--- src/rtl/noc_packet_injector_if.sv ---
// rtl/noc_packet_injector_if.sv - NoC injection link: packet, source port and valid/ready handshake
interface noc_packet_injector_if #(
    parameter int packet_width = 38
) ();
    logic                    out_valid;
    logic                    out_ready;
    logic [packet_width-1:0] packet_out;
    logic [1:0]              out_port_id;

    modport master (
        output out_valid,
        output packet_out,
        output out_port_id,
        input  out_ready
    );

    modport slave (
        input  out_valid,
        input  packet_out,
        input  out_port_id,
        output out_ready
    );
endinterface

--- src/rtl/noc_packet_injector.sv ---
// rtl/noc_packet_injector.sv - four drop-on-full input FIFOs round-robin arbitrated onto one NoC link
module noc_packet_injector #(
    parameter int datawidth            = 16,
    parameter int address_vector_width = 4,
    parameter int packet_width         = 2 + 2*datawidth + address_vector_width,
    parameter int fifo_depth           = 4,
    parameter int ptr_width            = 2
) (
    input  logic                    CLK,
    input  logic                    reset,
    input  logic [packet_width-1:0] packet_in_0,
    input  logic [packet_width-1:0] packet_in_1,
    input  logic [packet_width-1:0] packet_in_2,
    input  logic [packet_width-1:0] packet_in_3,
    input  logic                    scenario_update,
    noc_packet_injector_if.master   link,
    output logic [3:0]              fifo_full,
    output logic [3:0]              overflow
);
    localparam int cnt_width = ptr_width + 1;

    logic [packet_width-1:0] pin [4];
    logic [packet_width-1:0] mem [4][fifo_depth];
    logic [ptr_width-1:0]    wr_ptr [4];
    logic [ptr_width-1:0]    rd_ptr [4];
    logic [cnt_width-1:0]    count [4];

    logic [3:0]              push, pop, drop;
    logic [1:0]              rr_ptr, grant, scan_idx;
    logic                    any_ne, load;

    logic                    out_valid_q;
    logic [packet_width-1:0] packet_q;
    logic [1:0]              port_q;

    assign pin[0] = packet_in_0;
    assign pin[1] = packet_in_1;
    assign pin[2] = packet_in_2;
    assign pin[3] = packet_in_3;

    assign link.out_valid   = out_valid_q;
    assign link.packet_out  = packet_q;
    assign link.out_port_id = port_q;

    assign load = !out_valid_q || link.out_ready;

    // First non-empty port at or after rr_ptr, wrapping mod 4.
    always_comb begin
        grant    = rr_ptr;
        any_ne   = 1'b0;
        scan_idx = '0;
        for (int i = 0; i < 4; i++) begin
            scan_idx = rr_ptr + 2'(i);
            if (!any_ne && count[scan_idx] != '0) begin
                grant  = scan_idx;
                any_ne = 1'b1;
            end
        end
    end

    // A full FIFO still accepts when its own head is popped in the same cycle.
    always_comb begin
        push      = '0;
        pop       = '0;
        drop      = '0;
        fifo_full = '0;
        for (int k = 0; k < 4; k++) begin
            fifo_full[k] = (count[k] == cnt_width'(fifo_depth));
            pop[k]       = load && any_ne && (grant == 2'(k));
            push[k]      = !reset && pin[k][packet_width-1] && !(fifo_full[k] && !pop[k]);
            drop[k]      = !reset && pin[k][packet_width-1] && fifo_full[k] && !pop[k];
        end
    end

    always_ff @(posedge CLK) begin
        for (int k = 0; k < 4; k++) begin
            if (push[k]) begin
                mem[k][wr_ptr[k]] <= pin[k];
            end
        end
    end

    always_ff @(posedge CLK) begin
        if (reset) begin
            for (int k = 0; k < 4; k++) begin
                wr_ptr[k] <= '0;
                rd_ptr[k] <= '0;
                count[k]  <= '0;
            end
            out_valid_q <= 1'b0;
            packet_q    <= '0;
            port_q      <= '0;
            overflow    <= '0;
            rr_ptr      <= '0;
        end else begin
            for (int k = 0; k < 4; k++) begin
                if (push[k]) begin
                    wr_ptr[k] <= wr_ptr[k] + ptr_width'(1);
                end
                if (pop[k]) begin
                    rd_ptr[k] <= rd_ptr[k] + ptr_width'(1);
                end
                count[k] <= count[k] + cnt_width'(push[k]) - cnt_width'(pop[k]);
            end
            // A drop in the same cycle as the clear pulse leaves its bit set.
            overflow <= (scenario_update ? 4'b0000 : overflow) | drop;
            if (load) begin
                if (any_ne) begin
                    out_valid_q <= 1'b1;
                    packet_q    <= mem[grant][rd_ptr[grant]];
                    port_q      <= grant;
                    rr_ptr      <= grant + 2'd1;
                end else begin
                    out_valid_q <= 1'b0;
                end
            end
        end
    end
endmodule

--- src/flat_wrapper.sv ---
// flat-port wrapper written by rule: the top's interface ports become plain ports
module noc_packet_injector_flat 
#(
    parameter int datawidth            = 16,
    parameter int address_vector_width = 4,
    parameter int packet_width         = 2 + 2*datawidth + address_vector_width,
    parameter int fifo_depth           = 4,
    parameter int ptr_width            = 2
)
  (CLK, reset, packet_in_0, packet_in_1, packet_in_2, packet_in_3, scenario_update, fifo_full, overflow, link_out_valid, link_packet_out, link_out_port_id, link_out_ready);
  noc_packet_injector_if #(.packet_width(packet_width)) link_i ();
  input  logic CLK;
  input  logic reset;
  input  logic [packet_width-1:0] packet_in_0;
  input  logic [packet_width-1:0] packet_in_1;
  input  logic [packet_width-1:0] packet_in_2;
  input  logic [packet_width-1:0] packet_in_3;
  input  logic scenario_update;
  output logic [3:0] fifo_full;
  output logic [3:0] overflow;
  output wire logic [$bits(link_i.out_valid)-1:0] link_out_valid;
  output wire logic [$bits(link_i.packet_out)-1:0] link_packet_out;
  output wire logic [$bits(link_i.out_port_id)-1:0] link_out_port_id;
  input wire logic [$bits(link_i.out_ready)-1:0] link_out_ready;
  assign link_out_valid = link_i.out_valid;
  assign link_packet_out = link_i.packet_out;
  assign link_out_port_id = link_i.out_port_id;
  assign link_i.out_ready = link_out_ready;
  noc_packet_injector #(.datawidth(datawidth), .address_vector_width(address_vector_width), .packet_width(packet_width), .fifo_depth(fifo_depth), .ptr_width(ptr_width)) u_core (.CLK(CLK), .reset(reset), .packet_in_0(packet_in_0), .packet_in_1(packet_in_1), .packet_in_2(packet_in_2), .packet_in_3(packet_in_3), .scenario_update(scenario_update), .link(link_i), .fifo_full(fifo_full), .overflow(overflow));
endmodule
--- config.mk ---
export PLATFORM = sky130hd
export DESIGN_NAME = noc_packet_injector_flat
export DESIGN_NICKNAME = d
export VERILOG_FILES = /design/src/rtl/noc_packet_injector_if.sv /design/src/rtl/noc_packet_injector.sv /design/src/flat_wrapper.sv
export SDC_FILE = /design/constraint.sdc
export NUM_CORES = 1
export LEC_CHECK = 0
export ABC_AREA = 1
export BUFFER_PORTS_ARGS = -buffer_cell sky130_fd_sc_hd__buf_4
export CAP_MARGIN = 20
export CORE_MARGIN = 2
export CORE_UTILIZATION = 50
export DETAILED_ROUTE_END_ITERATION = 12
export GPL_ROUTABILITY_DRIVEN = 0
export PLACE_DENSITY = 0.65
export SYNTH_ARGS = -nofsm -noshare
export SYNTH_HDL_FRONTEND = slang
export SYNTH_SLANG_ARGS = --single-unit
--- constraint.sdc ---
create_clock -name CLK -period 7.05 [get_ports CLK]
set_input_delay 0.705 -clock CLK [delete_from_list [all_inputs] [get_ports CLK]]
set_output_delay 0.705 -clock CLK [all_outputs]
set_load 0.005 [all_outputs]
==> Yosys cells after proc, flatten, opt, wreduce, memory -nomap -nowiden <==
Memories as Yosys holds them, arrays and structs flattened. A register that Yosys moved wholly into a read port is not among the register bits.
Cells that the tools add are included.
{ "classes": {"mux": 65, "reduce_logical": 52, "n_eq_ne": 7, "n_bitwise": 18, "addsub": 20, "n_lt_le_gt_ge": 9} }
{ "op_table": {"columns": ["op", "count"], "rows": [
  ["two-way mux 152 bit", 4],
  ["demux 38 bit (select 2 bit)", 4],
  ["two-way mux 38 bit", 6],
  ["binary-select mux 38 bit (select 2 bit)", 1],
  ["logical AND 1 bit", 32],
  ["two-way mux 1 bit", 32],
  ["two-way mux 2 bit", 13],
  ["adder 2 x 1 -> 2 bit (second input constant)", 10],
  [">= comparator 3 bit (second input constant)", 5],
  ["NOT 2 -> 3 bit", 5],
  ["logical NOT 1 bit", 13],
  ["adder 3 x 1 -> 3 bit", 4],
  ["equality test 3 bit (second input constant)", 4],
  ["less-than comparator 3 x 1 -> 1 bit (second input constant)", 4],
  ["two-way mux 3 bit", 4],
  ["bitwise OR 1 bit", 12],
  ["nonzero test 3 bit", 4],
  ["subtractor 3 x 1 -> 3 bit", 4],
  ["adder 2 bit (second input constant)", 2],
  ["equality test 2 bit (second input constant)", 2],
  ["two-way mux 4 bit", 1],
  ["bitwise OR 4 bit", 1],
  ["equality test 2 x 1 -> 1 bit (second input constant)", 1],
  ["logical NOT 2 bit", 1],
  ["other kinds (2)", 2]
]} }
{ "word_totals": {"memories": 4, "ramBits": 636, "word_cells": 180, "regBits": 47, "out_inout_bits": 49} }
{ "mem_list": {"columns": ["name", "words", "width", "rd", "rd_clocked_by_memory_dff", "wr", "line", "text"], "rows": [
  ["u_core.mem", 4, 152, 1, 0, 4, "noc_packet_injector.sv:23", "logic [packet_width-1:0] mem [4][fifo_depth];"],
  ["u_core.count", 4, 3, 8, 1, 4, "noc_packet_injector.sv:26", "logic [cnt_width-1:0] count [4];"],
  ["u_core.rd_ptr", 4, 2, 5, 0, 4, "noc_packet_injector.sv:25", "logic [ptr_width-1:0] rd_ptr [4];"],
  ["u_core.wr_ptr", 4, 2, 4, 0, 4, "noc_packet_injector.sv:24", "logic [ptr_width-1:0] wr_ptr [4];"]
]} }

==> Longest topological paths before layout <==
Gate-level depths: netlist of run 1.
{ "depth": {"ltp_word": 21, "depth_mapped": 25, "mapped_depth_nobuf": 22} }

==> Least setup slack after synthesis of run 1 <==
OpenSTA, ideal clock, no wires.
{ "synth_timing": {"path_kind": "reg-to-reg", "start": "reg u_core.rr_ptr[0]", "end": "mem u_core.mem[1][0] (netlist bit) (enable)", "synth_period_minus_slack_ns": 4.357, "t_arrival_ns": 3.923, "setup_slack_ns": 2.693, "path_stages_with_launch": 21, "n_path_buf": 3, "setup_time_ns": 0.433, "cell_sequence": "dfxtp_1 buf_6 inv_2 nor2_2 nand2_1 nand2_1 inv_2 nand2_1 nand3_1 nand2_1 nand2_1 nand2_1 nand2_1 nand2_2 buf_2 buf_2 ha_1 nand2_1 nand2_1 nand3_1 nor2_1"} }
{ "synth_lines": {"columns": ["item", "line", "text"], "rows": [
  ["from (decl)", "noc_packet_injector.sv:29", "logic [1:0] rr_ptr, grant, scan_idx;"],
  ["from (signal assigned)", "noc_packet_injector.sv:112", "rr_ptr <= grant + 2'd1;"],
  ["to (decl)", "noc_packet_injector.sv:23", null]
]} }

==> flow_summary.json, run 1 <==
{
  "status": "complete, no violations",
  "cp_data_required_time_ns": 7.29,
  "ys_types": 33,
  "grt_pass1_wl_microns": 121000,
  "cts_setup_buffers": 0,
  "dp_hpwl_microns": 49000,
  "die_area_sq_mm": 0.0593,
  "synth.area.top_cells": "edfxtp_1 65%, nand2_1 12%, nand3_1 7.6%",
  "syn_nets": 2815,
  "synth-edff-count": 624,
  "dpl_worst_slack_ns": 1.37,
  "finalSetupViolCount": 0,
  "relSlewSlack": 0.242,
  "critPathMaxFanout": 136,
  "cts-resized-gates": 0,
  "synth_warnings": 0,
  "finalMaxSlewViolations": 0,
  "layout_common_cells": "943 x nand2_1, 624 x edfxtp_1, 438 x nand3_1",
  "synth_area_leader_cell": "edfxtp_1",
  "firstDrtPassIters": 5,
  "antenna_found_initial": 4,
  "drcViolationCount": 0,
  "synth-main-ff-cell": "edfxtp_1",
  "avgSynthCellArea_sq_um": 10.9,
  "area_growth_pct": 15.8,
  "cts_root_buf": "clkbuf_16",
  "crit_family": "simple AND/OR/NAND/NOR gates",
  "cts_hold_buffers": 0,
  "fin_ws_ns": 1.36,
  "rsz0062_at_grt": "false",
  "first_global_vias": 19900,
  "grt.busiest_layer": "met2",
  "startpoint_type": "register",
  "ys_seq_area_frac": 0.696,
  "fmax_ghz": 0.176,
  "arrival_ns": 5.93,
  "setup_tns_ns": 0,
  "die_h_microns": 244,
  "clk_path_buf_depth": 3,
  "timing.final.hold_violations": 0,
  "overflow": 0,
  "drt_wl_total_microns": 81200,
  "netlist_area_sq_mm": 0.0287,
  "cts_sinks": 685,
  "synthArstFlopShare": 0,
  "grt_max_degree": 137,
  "worst_slew_pin_slew_ns": 1.14,
  "path_clk_slew_ns": 0.06,
  "wl_per_cell_microns": 22.5,
  "ys_ff_latch": 685,
  "timing.final.crit_period_ns": 5.69,
  "crit_buf_inv": 3,
  "ant_nets": 0,
  "syn-instance-count": 2629,
  "cp-end-kind": "register",
  "core.rowCount": 87,
  "start_util": 0.507,
  "use_met1": 0.372,
  "crit_top_cell": "nand2_1",
  "cts_tree": "built",
  "slowest_stage": "inv_6",
  "finalCritPeriodShare": 0.807,
  "port_buffers": 204,
  "die_w_microns": 244,
  "grtUsageTotal": 0.274,
  "cts_made_buffers": 71,
  "ios": 205,
  "yosysTopAreaCellShare": 0.653,
  "met3_usage": 0.0592,
  "skew_ns": 0.0246,
  "vias_per_cell": 5.69,
  "path_class": "reg2reg",
  "hp-class": "in2reg",
  "drv_cap": 0,
  "drive_above_1_share": 0.136,
  "worst_skew_pair.late_latency_ns": 0.61,
  "final_common_cell": "nand2_1",
  "dr.first_iter.drc_count": 2153,
  "nets": 2971,
  "core_sq_mm": 0.0566,
  "vias": 20500,
  "path_cells": "inv_2 > nand2_1 > nand2_1 > nand2_1 > nand2_2 > nand3_1 > nand2_1 > nand2_4 > nand2_8 > inv_6 > ha_1 > nand2_1 > nand2_1 > nand3_1 > nor2_4 > buf_4",
  "htreeDepth": 3,
  "grt_use_met2": 0.436,
  "max_stage_delay_ns": 0.92
}
[per-layer routing]
metal | share of wire | vias to the layer above
li1 | - | 9328
met4 | 0.034 | 0
met3 | 0.095 | 159
met2 | 0.47 | 1094
met5 | 0 | -
met1 | 0.40 | 9905
[cells by family (layout without fill, tap and decap cells)]
family | Yosys count | count (layout) | share of synthesized area
and+or+nand+nor | 1618 | 1618 | 0.242
DFF | 685 | 685 | 0.696
buffers and inverters | 267 | 479 | 0.0414
adders and majority gates | 30 | 30 | 0.0141
AOI/OAI and AO/OA | 24 | 24 | 0.00476
xor gates and xnor gates | 5 | 5 | 0.00153
other | 0 | 4 | 0
[cell usage after synthesis, drive strengths merged (7+ instances only)]
master / n
a21oi: 7
dfxtp: 61
nor2: 131
buf: 105
edfxtp: 624
clkbuf: 52
o21ai: 10
inv: 110
nand2: 952
nand4: 80
ha: 26
nand3: 438
nor3: 9
[worst paths after layout]
path	from	to	slack, ns	cells past startpoint
setup / recovery	u_core.rr_ptr[0]	u_core.mem[3][78]	1.36	16
hold / removal	packet_in_2[19]	u_core.mem[2][19]	0.29	1
setup reg to reg	u_core.rr_ptr[0]	u_core.mem[3][78]	1.36	16
hold reg to reg	u_core.link.out_port_id[0]	u_core.link.out_port_id[0]	0.47	2
[metrics by stage]
stage	area (sq um)	cells	hold slack, ns	util
floorplan	28700	2629	0.462	-
global placement	30800	3463	0.462	0.544
detailed placement	30900	3467	0.462	0.546
CTS	33200	3596	0.269	0.586
global route	33200	3600	0.278	0.586
finish	33200	3601	0.293	0.586
[cell type report]
cell class              instances  area, sq um
diodes                          4         10.0
clock inverters                35          312
clock buffers                  94         1960
multi-input cells            1677         7710
fillers                      4639        23400
inverters                     110          420
well taps                     756          946
flip-flops and latches        685        20000
repair buffers                240         1880
[state kept, by name (all words and copies together), names as in the netlist, named ones only]
signal                   flops
u_core.count                12
u_core.link.out_port_id      2
u_core.link.out_valid        1
u_core.link.packet_out      38
u_core.mem                 608
u_core.overflow              4
u_core.rd_ptr                8
u_core.rr_ptr                2
u_core.wr_ptr                8
Power of run 1 is not shown: default switching activity piles up to over one toggle a cycle in this logic, so the estimate is an artifact.
==> run 2: changes to the inputs <==
clock period = 5.96 ns   (was 7.05 ns; I/O delays follow)
==> run 2 against run 1 <==
Maximum frequency is 13% higher. Cell count about the same. Sequential cell count unchanged. Non-clock buffer count is 3 lower. Utilization rose by 0.17 points. Highest routed layer is now met5.
==> flow_summary.json, run 2 (synthesized netlist as in run 1, its figures left out) <==
{
  "grtUsageTotal": 0.270,
  "antenna_found_initial": 5,
  "drcViolationCount": 0,
  "drive_above_1_share": 0.136,
  "path_cells": "inv_2 > nand2_1 > nand2_1 > nand2_1 > nand2_2 > nand3_1 > nand2_1 > nand2_4 > nand2_8 > inv_6 > ha_1 > nand2_1 > nand2_1 > nand3_1 > nor2_4 > buf_4",
  "timing.final.crit_period_ns": 5.04,
  "grt_pass1_wl_microns": 121000,
  "htreeDepth": 3,
  "crit_top_cell": "nand2_1",
  "die_area_sq_mm": 0.0593,
  "vias_per_cell": 5.68,
  "path_class": "reg2reg",
  "skew_ns": 0.0222,
  "arrival_ns": 5.28,
  "cts_root_buf": "clkbuf_16",
  "ios": 205,
  "overflow": 0,
  "crit_buf_inv": 3,
  "path_clk_slew_ns": 0.06,
  "core_sq_mm": 0.0566,
  "cts_made_buffers": 71,
  "cp_data_required_time_ns": 6.20,
  "largest_reg_flops": 608,
  "die_h_microns": 244,
  "cp-end-kind": "register",
  "wl_per_cell_microns": 22.4,
  "final_common_cell": "nand2_1",
  "setup_tns_ns": 0,
  "die_w_microns": 244,
  "max_stage_delay_ns": 0.90,
  "ant_nets": 0,
  "finalSetupViolCount": 0,
  "timing.final.hold_violations": 0,
  "finalMaxSlewViolations": 0,
  "cts-resized-gates": 0,
  "firstDrtPassIters": 6,
  "drv_cap": 0,
  "clk_path_buf_depth": 3,
  "first_global_vias": 19900,
  "start_util": 0.507,
  "core.rowCount": 87,
  "crit_family": "simple AND/OR/NAND/NOR gates",
  "nets": 2968,
  "drt_wl_total_microns": 80600,
  "layout_common_cells": "943 x nand2_1, 624 x edfxtp_1, 438 x nand3_1",
  "port_buffers": 204,
  "cts_setup_buffers": 0,
  "status": "complete, no violations",
  "startpoint_type": "register",
  "dr.first_iter.drc_count": 2298,
  "cts_tree": "built",
  "cts_hold_buffers": 0,
  "worst_slew_pin_slew_ns": 1.35,
  "fmax_ghz": 0.198,
  "worst_skew_pair.late_latency_ns": 0.61,
  "relSlewSlack": 0.0998,
  "area_growth_pct": 16.1,
  "dp_hpwl_microns": 48000,
  "critPathMaxFanout": 60,
  "rsz0062_at_grt": "false",
  "grt_max_degree": 255,
  "finalCritPeriodShare": 0.846,
  "slowest_stage": "nor2_4",
  "hp-class": "in2reg",
  "cts_sinks": 685,
  "vias": 20400
}
[run 2: cell types whose count changed in the layout (fill, tap and decap cells not counted), moves of 3 or more]
| cell | before | now |
|---|---|---|
| buf_4 | 234 | 228 |
| clkbuf_8 | 5 | 9 |
| buf_12 | 5 | 9 |
| clkinv_1 | 14 | 11 |
| clkinv_2 | 14 | 9 |
[run 2: worst reg2reg max path, cell delays in order (launching register included)]
cell and delay, ns:
dfxtp_1 0.55, inv_2 0.13, nand2_1 0.13, nand2_1 0.13, nand2_1 0.10, nand2_2 0.09, nand3_1 0.12, nand2_1 0.11
nand2_4 0.10, nand2_8 0.23, inv_6 0.45, ha_1 0.24, nand2_1 0.17, nand2_1 0.18, nand3_1 0.47, nor2_4 0.91
buf_4 0.55
[run 2: through the flow]
stage               std cells  utilization  hold slack (ns)  area (sq um)  setup WS (ns)
global route             3599        0.588            0.166         33300          0.495
CTS                      3595        0.588            0.158         33300          0.804
finish                   3599        0.588            0.182         33300          0.920
detailed placement       3465        0.546            0.469         30900          0.844
floorplan                2629            -            0.462         28700           1.60
global placement         3465        0.546            0.463         30900           1.05
[run 2: final cells by class]
type / instances / area [sq um]
timing repair buffer: 237 / 1890
tap: 756 / 946
sequential: 685 / 20000
multi-input combinational: 1677 / 7710
fill: 4589 / 23300
antenna: 4 / 10.0
inverter: 110 / 420
clock inverter: 30 / 314
clock buffer: 100 / 2040
[run 2: worst paths after layout]
path	cells after the start	to	startpoint	slack, ns
max reg2reg	16	u_core.mem[3][8]	u_core.rr_ptr[0]	0.92
min	1	u_core.mem[2][31]	packet_in_2[31]	0.18
max	16	u_core.mem[3][8]	u_core.rr_ptr[0]	0.92
min reg2reg	2	u_core.overflow[1]	u_core.overflow[1]	0.47
[run 2: metal layers]
metal | part of all wire | up-vias | track usage | wire length (microns)
li1 | - | 9309 | - | -
met3 | 0.079 | 179 | 0.0449 | 6330
met5 | 0.00012 | - | 0 | 10
met1 | 0.41 | 9955 | 0.365 | 32800
met2 | 0.48 | 993 | 0.445 | 39100
met4 | 0.030 | 2 | 0.0968 | 2380
Power of run 2 is left out for the same reason.
